File: src/rtl/iob_cache_req_arbiter_pkg.sv
// Shared definitions for the cache request arbiter and its ID FIFO.
package iob_cache_req_arbiter_pkg;

  localparam int unsigned DefaultAddrW = 32;
  localparam int unsigned DefaultDataW = 32;

  // Master ID width: at least one bit, even for a single requester.
  function automatic int unsigned id_width(input int unsigned n_masters);
    return (n_masters <= 2) ? 1 : $clog2(n_masters);
  endfunction

endpackage

File: src/rtl/iob_cache_req_arbiter_if.sv
// IOb request/response bundle, NPorts lanes packed side by side.
interface iob_cache_req_arbiter_if #(
  parameter int unsigned NPorts = 1,
  parameter int unsigned AddrW  = 32,
  parameter int unsigned DataW  = 32
);

  logic [NPorts-1:0]         valid;
  logic [NPorts*AddrW-1:0]   addr;
  logic [NPorts*DataW-1:0]   wdata;
  logic [NPorts*DataW/8-1:0] wstrb;
  logic [NPorts-1:0]         ready;
  logic [NPorts-1:0]         rvalid;
  logic [NPorts*DataW-1:0]   rdata;

  // Requester side: issues requests, receives handshake and read data.
  modport master (
    output valid, addr, wdata, wstrb,
    input  ready, rvalid, rdata
  );

  // Responder side: accepts requests, returns handshake and read data.
  modport slave (
    input  valid, addr, wdata, wstrb,
    output ready, rvalid, rdata
  );

endinterface

File: src/rtl/iob_cache_arb_id_fifo.sv
// Small FIFO holding the master ID of every outstanding read, oldest at the head.
module iob_cache_arb_id_fifo #(
  parameter int unsigned W     = 1,
  parameter int unsigned Depth = 2
) (
  input  logic         clk_i,
  input  logic         arst_i,
  input  logic         cke_i,
  input  logic         push_i,
  input  logic [W-1:0] data_i,
  input  logic         pop_i,
  output logic [W-1:0] data_o,
  output logic         full_o,
  output logic         empty_o
);

  localparam int unsigned PtrW = $clog2(Depth);

  logic [W-1:0]    mem_q [Depth];
  logic [PtrW-1:0] wr_ptr_q, wr_ptr_d;
  logic [PtrW-1:0] rd_ptr_q, rd_ptr_d;
  logic [PtrW:0]   cnt_q, cnt_d;
  logic            push_en, pop_en;

  assign full_o  = (cnt_q == (PtrW+1)'(Depth));
  assign empty_o = (cnt_q == '0);
  assign data_o  = mem_q[rd_ptr_q];
  assign push_en = push_i & ~full_o;
  assign pop_en  = pop_i & ~empty_o;

  // Pointer and occupancy next state; pointers wrap because Depth is a power of two.
  always_comb begin
    wr_ptr_d = wr_ptr_q;
    rd_ptr_d = rd_ptr_q;
    cnt_d    = cnt_q;
    if (push_en) wr_ptr_d = wr_ptr_q + 1'b1;
    if (pop_en)  rd_ptr_d = rd_ptr_q + 1'b1;
    if (push_en && !pop_en)      cnt_d = cnt_q + 1'b1;
    else if (!push_en && pop_en) cnt_d = cnt_q - 1'b1;
  end

  // Pointer and occupancy registers.
  always_ff @(posedge clk_i or posedge arst_i) begin
    if (arst_i) begin
      wr_ptr_q <= '0;
      rd_ptr_q <= '0;
      cnt_q    <= '0;
    end else if (cke_i) begin
      wr_ptr_q <= wr_ptr_d;
      rd_ptr_q <= rd_ptr_d;
      cnt_q    <= cnt_d;
    end
  end

  // Storage; contents are don't-care while empty, so no reset.
  always_ff @(posedge clk_i) begin
    if (cke_i && push_en) mem_q[wr_ptr_q] <= data_i;
  end

endmodule

File: src/rtl/iob_cache_req_arbiter.sv
// Round-robin arbiter sharing the cache front-end IOb port between NMasters requesters.
// Read responses are routed back to their issuer via an ID FIFO.
module iob_cache_req_arbiter
  import iob_cache_req_arbiter_pkg::*;
#(
  parameter int unsigned NMasters  = 2,
  parameter int unsigned AddrW     = DefaultAddrW,
  parameter int unsigned DataW     = DefaultDataW,
  parameter int unsigned FifoDepth = 2
) (
  input  logic                    clk_i,
  input  logic                    cke_i,
  input  logic                    arst_i,
  iob_cache_req_arbiter_if.slave  m_iob,
  iob_cache_req_arbiter_if.master s_iob,
  output logic                    err_o
);

  localparam int unsigned IdW   = id_width(NMasters);
  localparam int unsigned StrbW = DataW / 8;

  logic [IdW-1:0] rr_ptr_q, rr_ptr_d;
  logic [IdW-1:0] lock_id_q, lock_id_d;
  logic           lock_q, lock_d;
  logic           err_q, err_d;
  logic [IdW-1:0] win_id, cand_id, head_id;
  int unsigned    cand;
  logic           any_win, s_valid, accept, push, pop;
  logic           fifo_full, fifo_empty;

  // Winner: held grant while locked, else first valid master from rr_ptr upward.
  always_comb begin
    any_win = 1'b0;
    win_id  = '0;
    cand    = 0;
    cand_id = '0;
    if (lock_q) begin
      win_id  = lock_id_q;
      any_win = m_iob.valid[lock_id_q];
    end else begin
      for (int unsigned k = 0; k < NMasters; k++) begin
        cand = 32'(rr_ptr_q) + k;
        if (cand >= NMasters) cand = cand - NMasters;
        cand_id = cand[IdW-1:0];
        if (!any_win && m_iob.valid[cand_id]) begin
          any_win = 1'b1;
          win_id  = cand_id;
        end
      end
    end
  end

  // A full FIFO blocks every new request, even when a pop is under way.
  assign s_valid = any_win & ~fifo_full;
  assign accept  = s_valid & s_iob.ready[0];
  assign push    = accept & (s_iob.wstrb == '0);
  assign pop     = s_iob.rvalid[0] & ~fifo_empty;

  // Forward the winner's request and steer handshake/response back per master.
  always_comb begin
    s_iob.valid   = s_valid;
    s_iob.addr    = '0;
    s_iob.wdata   = '0;
    s_iob.wstrb   = '0;
    m_iob.ready   = '0;
    m_iob.rvalid  = '0;
    m_iob.rdata   = {NMasters{s_iob.rdata}};
    for (int unsigned i = 0; i < NMasters; i++) begin
      if (any_win && win_id == IdW'(i)) begin
        s_iob.addr  = m_iob.addr[i*AddrW +: AddrW];
        s_iob.wdata = m_iob.wdata[i*DataW +: DataW];
        s_iob.wstrb = m_iob.wstrb[i*StrbW +: StrbW];
        m_iob.ready[i] = s_iob.ready[0] & s_valid;
      end
      if (pop && head_id == IdW'(i)) m_iob.rvalid[i] = 1'b1;
    end
  end

  // Round-robin pointer, grant lock and sticky error next state.
  always_comb begin
    rr_ptr_d  = rr_ptr_q;
    lock_d    = lock_q;
    lock_id_d = lock_id_q;
    err_d     = err_q | (s_iob.rvalid[0] & fifo_empty);
    if (accept) begin
      lock_d = 1'b0;
      if (win_id == IdW'(NMasters - 1)) rr_ptr_d = '0;
      else                              rr_ptr_d = win_id + 1'b1;
    end else if (s_valid) begin
      lock_d    = 1'b1;
      lock_id_d = win_id;
    end
  end

  // Arbitration state registers.
  always_ff @(posedge clk_i or posedge arst_i) begin
    if (arst_i) begin
      rr_ptr_q  <= '0;
      lock_q    <= 1'b0;
      lock_id_q <= '0;
      err_q     <= 1'b0;
    end else if (cke_i) begin
      rr_ptr_q  <= rr_ptr_d;
      lock_q    <= lock_d;
      lock_id_q <= lock_id_d;
      err_q     <= err_d;
    end
  end

  assign err_o = err_q;

  iob_cache_arb_id_fifo #(
    .W     (IdW),
    .Depth (FifoDepth)
  ) u_id_fifo (
    .clk_i   (clk_i),
    .arst_i  (arst_i),
    .cke_i   (cke_i),
    .push_i  (push),
    .data_i  (win_id),
    .pop_i   (pop),
    .data_o  (head_id),
    .full_o  (fifo_full),
    .empty_o (fifo_empty)
  );

endmodule

File: src/flat_wrapper.sv
// flat-port wrapper written by rule: the top's interface ports become plain ports
module iob_cache_req_arbiter_flat import iob_cache_req_arbiter_pkg::*;
#(
  parameter int unsigned NMasters  = 2,
  parameter int unsigned AddrW     = DefaultAddrW,
  parameter int unsigned DataW     = DefaultDataW,
  parameter int unsigned FifoDepth = 2
)
  (clk_i, cke_i, arst_i, err_o, m_iob_valid, m_iob_addr, m_iob_wdata, m_iob_wstrb, m_iob_ready, m_iob_rvalid, m_iob_rdata, s_iob_valid, s_iob_addr, s_iob_wdata, s_iob_wstrb, s_iob_ready, s_iob_rvalid, s_iob_rdata);
  iob_cache_req_arbiter_if #(.NPorts((2)), .AddrW(AddrW), .DataW(DataW)) m_iob_i ();
  iob_cache_req_arbiter_if #(.NPorts(1), .AddrW(AddrW), .DataW(DataW)) s_iob_i ();
  input  logic clk_i;
  input  logic cke_i;
  input  logic arst_i;
  output logic err_o;
  input wire logic [$bits(m_iob_i.valid)-1:0] m_iob_valid;
  input wire logic [$bits(m_iob_i.addr)-1:0] m_iob_addr;
  input wire logic [$bits(m_iob_i.wdata)-1:0] m_iob_wdata;
  input wire logic [$bits(m_iob_i.wstrb)-1:0] m_iob_wstrb;
  output wire logic [$bits(m_iob_i.ready)-1:0] m_iob_ready;
  output wire logic [$bits(m_iob_i.rvalid)-1:0] m_iob_rvalid;
  output wire logic [$bits(m_iob_i.rdata)-1:0] m_iob_rdata;
  output wire logic [$bits(s_iob_i.valid)-1:0] s_iob_valid;
  output wire logic [$bits(s_iob_i.addr)-1:0] s_iob_addr;
  output wire logic [$bits(s_iob_i.wdata)-1:0] s_iob_wdata;
  output wire logic [$bits(s_iob_i.wstrb)-1:0] s_iob_wstrb;
  input wire logic [$bits(s_iob_i.ready)-1:0] s_iob_ready;
  input wire logic [$bits(s_iob_i.rvalid)-1:0] s_iob_rvalid;
  input wire logic [$bits(s_iob_i.rdata)-1:0] s_iob_rdata;
  assign m_iob_i.valid = m_iob_valid;
  assign m_iob_i.addr = m_iob_addr;
  assign m_iob_i.wdata = m_iob_wdata;
  assign m_iob_i.wstrb = m_iob_wstrb;
  assign m_iob_ready = m_iob_i.ready;
  assign m_iob_rvalid = m_iob_i.rvalid;
  assign m_iob_rdata = m_iob_i.rdata;
  assign s_iob_valid = s_iob_i.valid;
  assign s_iob_addr = s_iob_i.addr;
  assign s_iob_wdata = s_iob_i.wdata;
  assign s_iob_wstrb = s_iob_i.wstrb;
  assign s_iob_i.ready = s_iob_ready;
  assign s_iob_i.rvalid = s_iob_rvalid;
  assign s_iob_i.rdata = s_iob_rdata;
  iob_cache_req_arbiter #(.NMasters(NMasters), .AddrW(AddrW), .DataW(DataW), .FifoDepth(FifoDepth)) u_core (.clk_i(clk_i), .cke_i(cke_i), .arst_i(arst_i), .m_iob(m_iob_i), .s_iob(s_iob_i), .err_o(err_o));
endmodule
File: config.mk
export PLATFORM = sky130hd
export DESIGN_NAME = iob_cache_req_arbiter_flat
export DESIGN_NICKNAME = d
export VERILOG_FILES = /design/src/rtl/iob_cache_req_arbiter_pkg.sv /design/src/rtl/iob_cache_req_arbiter_if.sv /design/src/rtl/iob_cache_arb_id_fifo.sv /design/src/rtl/iob_cache_req_arbiter.sv /design/src/flat_wrapper.sv
export SDC_FILE = /design/constraint.sdc
export NUM_CORES = 1
export LEC_CHECK = 0
export BUFFER_PORTS_ARGS = -buffer_cell sky130_fd_sc_hd__buf_2
export CAP_MARGIN = 15
export CELL_PAD_IN_SITES_DETAIL_PLACEMENT = 0
export CELL_PAD_IN_SITES_GLOBAL_PLACEMENT = 2
export CORE_MARGIN = 4
export CORE_UTILIZATION = 11
export DETAILED_ROUTE_END_ITERATION = 8
export MAX_ROUTING_LAYER = met4
export PLACE_DENSITY = 0.8
export SKIP_CTS_REPAIR_TIMING = 1
export SYNTH_ARGS = -nofsm -noshare
export SYNTH_HDL_FRONTEND = slang
export SYNTH_SLANG_ARGS = --single-unit
File: constraint.sdc
create_clock -name clk_i -period 2 [get_ports clk_i]
set_input_delay 0.4 -clock clk_i [delete_from_list [all_inputs] [get_ports clk_i]]
set_output_delay 0.4 -clock clk_i [all_outputs]
set_load 0.01 [all_outputs]
**Word level (Yosys, flattened, before mapping)**

Memories as Yosys holds them, arrays and structs flattened.
Index checks and enable logic that the tools add are counted.

- Flip-flop bits (word level): 8
- Memory bits (writable): 2
- Input bits: 175
- Output and inout port bits: 138
- Logic and storage cells: 90
- Memories: 1

- Mux-type cells: 34
- Reduce and logical (&&, ||, !) cells: 21
- Bitwise operators: 13
- $lt $le $gt $ge: 5
- Add/subtract/negate cells: 8
- Eq/ne operators: 1

Memory list:

| memory | words | width | rd ports | clocked after Yosys merged registers in | write ports | line | text |
|---|---|---|---|---|---|---|---|
| u_core.u_id_fifo.mem_q | 2 | 1 | 1 | 0 | 1 | iob_cache_arb_id_fifo.sv:19 | `logic [W-1:0] mem_q [Depth];` |

Operators by type and width:

| kind | number |
|---|---|
| $mux 32 | 4 |
| $mux 1 | 26 |
| $reduce_and 2->1 | 5 |
| $logic_and 1x1->1 | 8 |
| $mux 4 | 2 |
| $and 1x1->1 | 7 |
| $lt 1x2->1 const B | 3 |
| $not 1->1 | 5 |
| $logic_not 4->1 | 1 |
| $mux 2 | 2 |
| $reduce_bool 2->1 | 2 |
| $add 1x1->1 const B | 3 |
| $logic_not 1->1 | 3 |
| $reduce_and 3->1 | 1 |
| $add 1x1->2 const B | 1 |
| $add 2x1->2 const B | 1 |
| $eq 2x2->1 const B | 1 |
| $ge 1x2->1 const B | 1 |
| $ge 2x2->1 const B | 1 |
| $logic_not 2->1 | 1 |
| $sub 1x1->1 const B | 2 |
| $sub 2x1->2 const B | 1 |
| $or 1x1->1 | 1 |

**Logic depth before layout (Yosys ltp)**

- Depth in word-level cells: 22
- Gate-level depth with buffers: 8
- Gate-level depth less buffers: 8

**Cells and area by module**

From an unflattened synthesis, not the netlist that was laid out.

- Cell total of the unflattened synthesis: 215
- Area total of the unflattened synthesis: 1839.3 um^2

By module, submodules not included:

| module | seq. area each (um^2) | times used | cells an instance | area an instance (um^2) |
|---|---|---|---|---|
| iob_cache_req_arbiter | 100.1 | 1 | 190 | 1540.2 |
| iob_cache_arb_id_fifo | 160.2 | 1 | 25 | 299.0 |

**Least setup slack after synthesis**

No wires, ideal clock.

- Kind: in2reg
- Start: input port m_iob_wstrb[6]
- End: register u_core.u_id_fifo.cnt_q[1]
- Stages: 8
- Path buffers: 0
- Path slack: 0.102 ns
- Required time: 1.921 ns
- Arrival: 1.819 ns
- Path through: or4_1 > o2111ai_1 > nand2_1 > nor2_1 > ha_1 > nand2b_1 > nor2_1 > xor2_1

- Longest elaborated chain between the ends: 8
- Elaborated cells between the ends (all ways): 10
- Those cells by class: mux: 2; bitwise: 2; reduce/logical: 6

Ends and longest elaborated chain:

| item | line | text |
|---|---|---|
| start: declaration | flat_wrapper.sv:19 | `input wire logic [$bits(m_iob_i.wstrb)-1:0] m_iob_wstrb;` |
| $mux 4 * | iob_cache_req_arbiter.sv:69 | `if (any_win && win_id == IdW'(i)) begin` |
| $logic_not 4->1 * | iob_cache_req_arbiter.sv:56 | `assign push = accept & (s_iob.wstrb == '0);` |
| $and 1x1->1 * | iob_cache_req_arbiter.sv:56 |  |
| $and 1x1->1 * | iob_cache_arb_id_fifo.sv:28 | `assign push_en = push_i & ~full_o;` |
| $logic_not 1->1 | iob_cache_arb_id_fifo.sv:39 | `else if (!push_en && pop_en) cnt_d = cnt_q - 1'b1;` |
| $logic_and 1x1->1 | iob_cache_arb_id_fifo.sv:39 |  |
| $reduce_bool 2->1 (no source line) | n/a |  |
| $reduce_and 2->1 (no source line) | n/a |  |
| end signal: assignment | iob_cache_arb_id_fifo.sv:51 | `cnt_q <= cnt_d;` |
| end: declaration | iob_cache_arb_id_fifo.sv:22 | `logic [PtrW:0] cnt_q, cnt_d;` |

Every way passes the cells marked *; elsewhere a longest branch is shown, timed or not.
A chain may end at the register's enable or synchronous reset.

**Worst setup path after layout**

- Start: register u_core.lock_q
- End: output port s_iob_wstrb[0]

- Longest elaborated chain between the ends: 5
- Elaborated cells between the ends (all ways): 7
- Those cells by class: mux: 4; bitwise: 1; reduce/logical: 2

Ends and longest elaborated chain:

| item | line | text |
|---|---|---|
| start: declaration | iob_cache_req_arbiter.sv:24 | `logic lock_q, lock_d;` |
| start signal: assignment | iob_cache_req_arbiter.sv:104 | `lock_q <= lock_d;` |
| $mux 1 | iob_cache_req_arbiter.sv:37 | `if (lock_q) begin` |
| $not 1->1 | iob_cache_req_arbiter.sv:69 |  |
| $logic_and 1x1->1 | iob_cache_req_arbiter.sv:69 |  |
| $mux 4 | iob_cache_req_arbiter.sv:69 |  |
| $mux 4 * | iob_cache_req_arbiter.sv:69 |  |
| end: declaration | flat_wrapper.sv:26 | `output wire logic [$bits(s_iob_i.wstrb)-1:0] s_iob_wstrb;` |

Marked as above.

==> flow_summary_export.csv <==
group,metric,value,unit
place,dpl_cell_area,2630,sq um
clocking,path_clk_slew,0.04,ns
synthesis,async_flop_share,80.0,%
pwr,p_switching,1.46,mW
layout,antenna_cells,0,
drt,num_vias,2296,
pwr,p_total,3.35,mW
pwr,leakagePower,1.65,nW
outcome,violations,"setup timing",
global_route,grt_pass1_vias,2143,
layout,final_common_cell,"buf_2",
global_route,grt_max_degree,59,
clocking,clock_sinks,10,
layout,nets,548,
clocking,cts_root_buf,"clkbuf_16",
critical_path,max_stage_delay,0.44,ns
synthesis,synth-edff-count,2,
sta,tightest_slew,0.342,ns
critical_path,crit_chain,"and3b_2 > nor2b_4 > buf_6 > clkbuf_16 > a22o_4 > buf_6",
floorplan,core,15400,sq um
drt,viasPerCell,3.95,
critical_path,cpMostUsedCell,"buf_6",
global_route,grt_usage,7.96,%
synthesis,yosys.area.top_type,"a22o_1",
critical_path,startpoint,"u_core.lock_q",
floorplan,die_y,134,um
layout,area_growth,73.3,%
drt,drtIter0Drc,91,
job,cap_violations,0,
sta,setup_slack,-0.0776,ns
sta,maxSlewViolCount,0,
pwr,p_int,1.89,mW
clocking,cts_buffer_depth,2,
layout,final_area,3030,sq um
critical_path,startpoint_type,"register",
sta,fmax,481,MHz
layout,layout_common_cells,"buf_2 (211), a22o_1 (67), buf_4 (11)",
layout,ff_latch_area,262,sq um
pwr,sw_frac_of_total,43.6,%
sta,hold_viol,0,
pwr,pwr-share-comb,78.2,%
global_route,grt_pass1_wl,11400,um
place,dp_hpwl,7040,um
pwr,clockPowerShare,10.3,%
sta,fin_crit,2.08,ns
synthesis,synthesis.area,1750,sq um
critical_path,reg2reg_from,"u_core.lock_q",
synthesis,synthCells,204,
critical_path,critPathSlowestCell,"dfrtp_2",
place,place_congestion,0.845,
clocking,cts_tree,"done",
pwr,power_density,1110,nW/um^2
floorplan,die_x,134,um
floorplan,die_area,18000,sq um
critical_path,worst-setup-path-type,"register to output pin",
global_route,overflow,0,
synthesis,syn_avg_cell_area,8.58,sq um
layout,drive_gt1_share,69.3,%
synthesis,synth.area.top_cells,"a22o_1 (34%), buf_4 (27%), dfrtp_1 (11%)",
sta,period_share,104,%
sta,relSlewSlack,77.0,%
synthesis,synth-main-ff-cell,"dfrtp_1",
sta,rsz0062_at_grt,"yes",
pwr,vdd_ir_drop_max,0.483,mV
synthesis,yosysSeqAreaShare,14.9,%
layout,multiInputGateArea,938,sq um
synthesis,ys_seq_elements,10,
critical_path,endpoint_kind,"output pin",
sta,setup_viol,68,
drt,routed_wirelength,9970,um
place,io_buffer_count,216,
outcome,status,"finished with violations",
drt,remaining_drc_errors,0,
synthesis,synth.distinct_cells,33,
floorplan,ios,313,
clocking,cts-buffers-inserted,3,
pwr,seqPwrFrac,11.5,%
drt,firstDrtPassIters,4,
sta,fin_tns_setup,-3.13,ns
critical_path,cp_max_fo,7,
synthesis,synth_top_area_share,34.0,%
critical_path,crit_arrival,1.68,ns
layout,fill_cells,1727,
clocking,htreeDepth,1,
floorplan,initial_core_util,11.4,%
drt,wl_per_cell,17.1,um
sta,skew,0.00169,ns
synthesis,synthesis.nets,380,
global_route,antenna_found_initial,0,
hold_path,min_path_type,"input pin to asynchronous set/reset pin",
floorplan,row_count,45,
synthesis,yosysWarnings,0,
drt,ant_nets,0,
critical_path,cp.required,1.60,ns
clocking,clk_latency,0.23,ns
state kept, by name, summed over array words and instances (netlist names):
register                   cells
u_core.err_o                   1
u_core.u_id_fifo.mem_q         2
u_core.lock_id_q               1
u_core.u_id_fifo.wr_ptr_q      1
u_core.u_id_fifo.rd_ptr_q      1
u_core.u_id_fifo.cnt_q         2
u_core.lock_q                  1
u_core.rr_ptr_q                1
critical path, delay by kind of cell, from the launching register on:
| family | cells | cell delay [ns] |
|---|---|---|
| simple gates | 2 | 0.33 |
| buf+inv | 3 | 0.41 |
| flops | 1 | 0.44 |
| compound gates | 1 | 0.25 |
worst paths after layout:
kind | slack [ns] | to | cells after the start
setup / recovery | -0.08 | s_iob_wstrb[0] | 6
setup reg to reg | 0.16 | u_core.u_id_fifo.cnt_q[1] | 9
max in group asynchronous | 1.62 | u_core.lock_q | 2
min in group clk_i | 0.44 | u_core.err_o | 2
hold / removal | 0.11 | u_core.u_id_fifo.cnt_q[0] | 2
hold reg to reg | 0.46 | u_core.err_o | 1
metal layers:
layer | track usage (%) | vias up | part of all wire (%)
li1 | - | 1040 | -
met1 | 9.73 | 1075 | 44
met2 | 14.0 | 160 | 47
met3 | 1.58 | 21 | 7.5
met4 | 1.07 | 0 | 1.0
met5 | - | - | 0
power groups by stage:
stage | Sequential (mW) | Combinational (mW) | Clock [mW]
after floorplan | 0.367 | 1.38 | 0
after detailed placement | 0.390 | 2.05 | 0
after global placement | 0.386 | 2.04 | 0
after global routing | 0.403 | 2.80 | 0.368
final | 0.386 | 2.62 | 0.345
after CTS | 0.388 | 2.06 | 0.355
cells in the mapped netlist, drive strengths merged (2+ instances only):
library cell,n
a21oi,2
nand2,3
buf,75
nor2b,3
mux2,2
a22o,68
edfxtp,2
or4,2
nor2,8
xnor2,3
clkbuf,4
nand3b,2
inv,3
xor2,2
nand2b,4
dfrtp,8
metrics by stage:
stage | worst slack [ns] | std cells | hold WS (ns) | util (%)
6_report | -0.0776 | 582 | 0.113 | 19.7
5_1_grt | -0.133 | 582 | 0.145 | 19.7
4_1_cts | -0.181 | 567 | 0.123 | 17.6
3_5_place_dp | -0.116 | 563 | 0.374 | 17.1
3_3_place_gp | -0.105 | 563 | 0.356 | 17.1
2_1_floorplan | 0.102 | 204 | 0.216 | -
layout make-up:
type                       count  area share (%)
clock buffer                   3            2.47
clock inverter                 1           0.124
inverter                       3           0.371
multi-input combinational    112            30.9
sequential                    10            8.62
tap                          211            8.70
timing repair buffer         242            48.8
logic make-up (layout without fill, tap and decap cells):
| family | count (synthesis) | after routing | share of synthesized area (%) |
|---|---|---|---|
| XOR/XNOR | 5 | 5 | 2.50 |
| AO/OA/AOI/OAI | 78 | 78 | 38.6 |
| adder cells (fa/ha/maj) | 1 | 1 | 0.715 |
| multiplexers | 3 | 3 | 1.86 |
| flip-flops | 10 | 10 | 14.9 |
| AND/OR/NAND/NOR | 25 | 25 | 7.93 |
| buffers and inverters | 82 | 249 | 33.5 |
No activity file was read; power rests on OpenSTA's default activity.
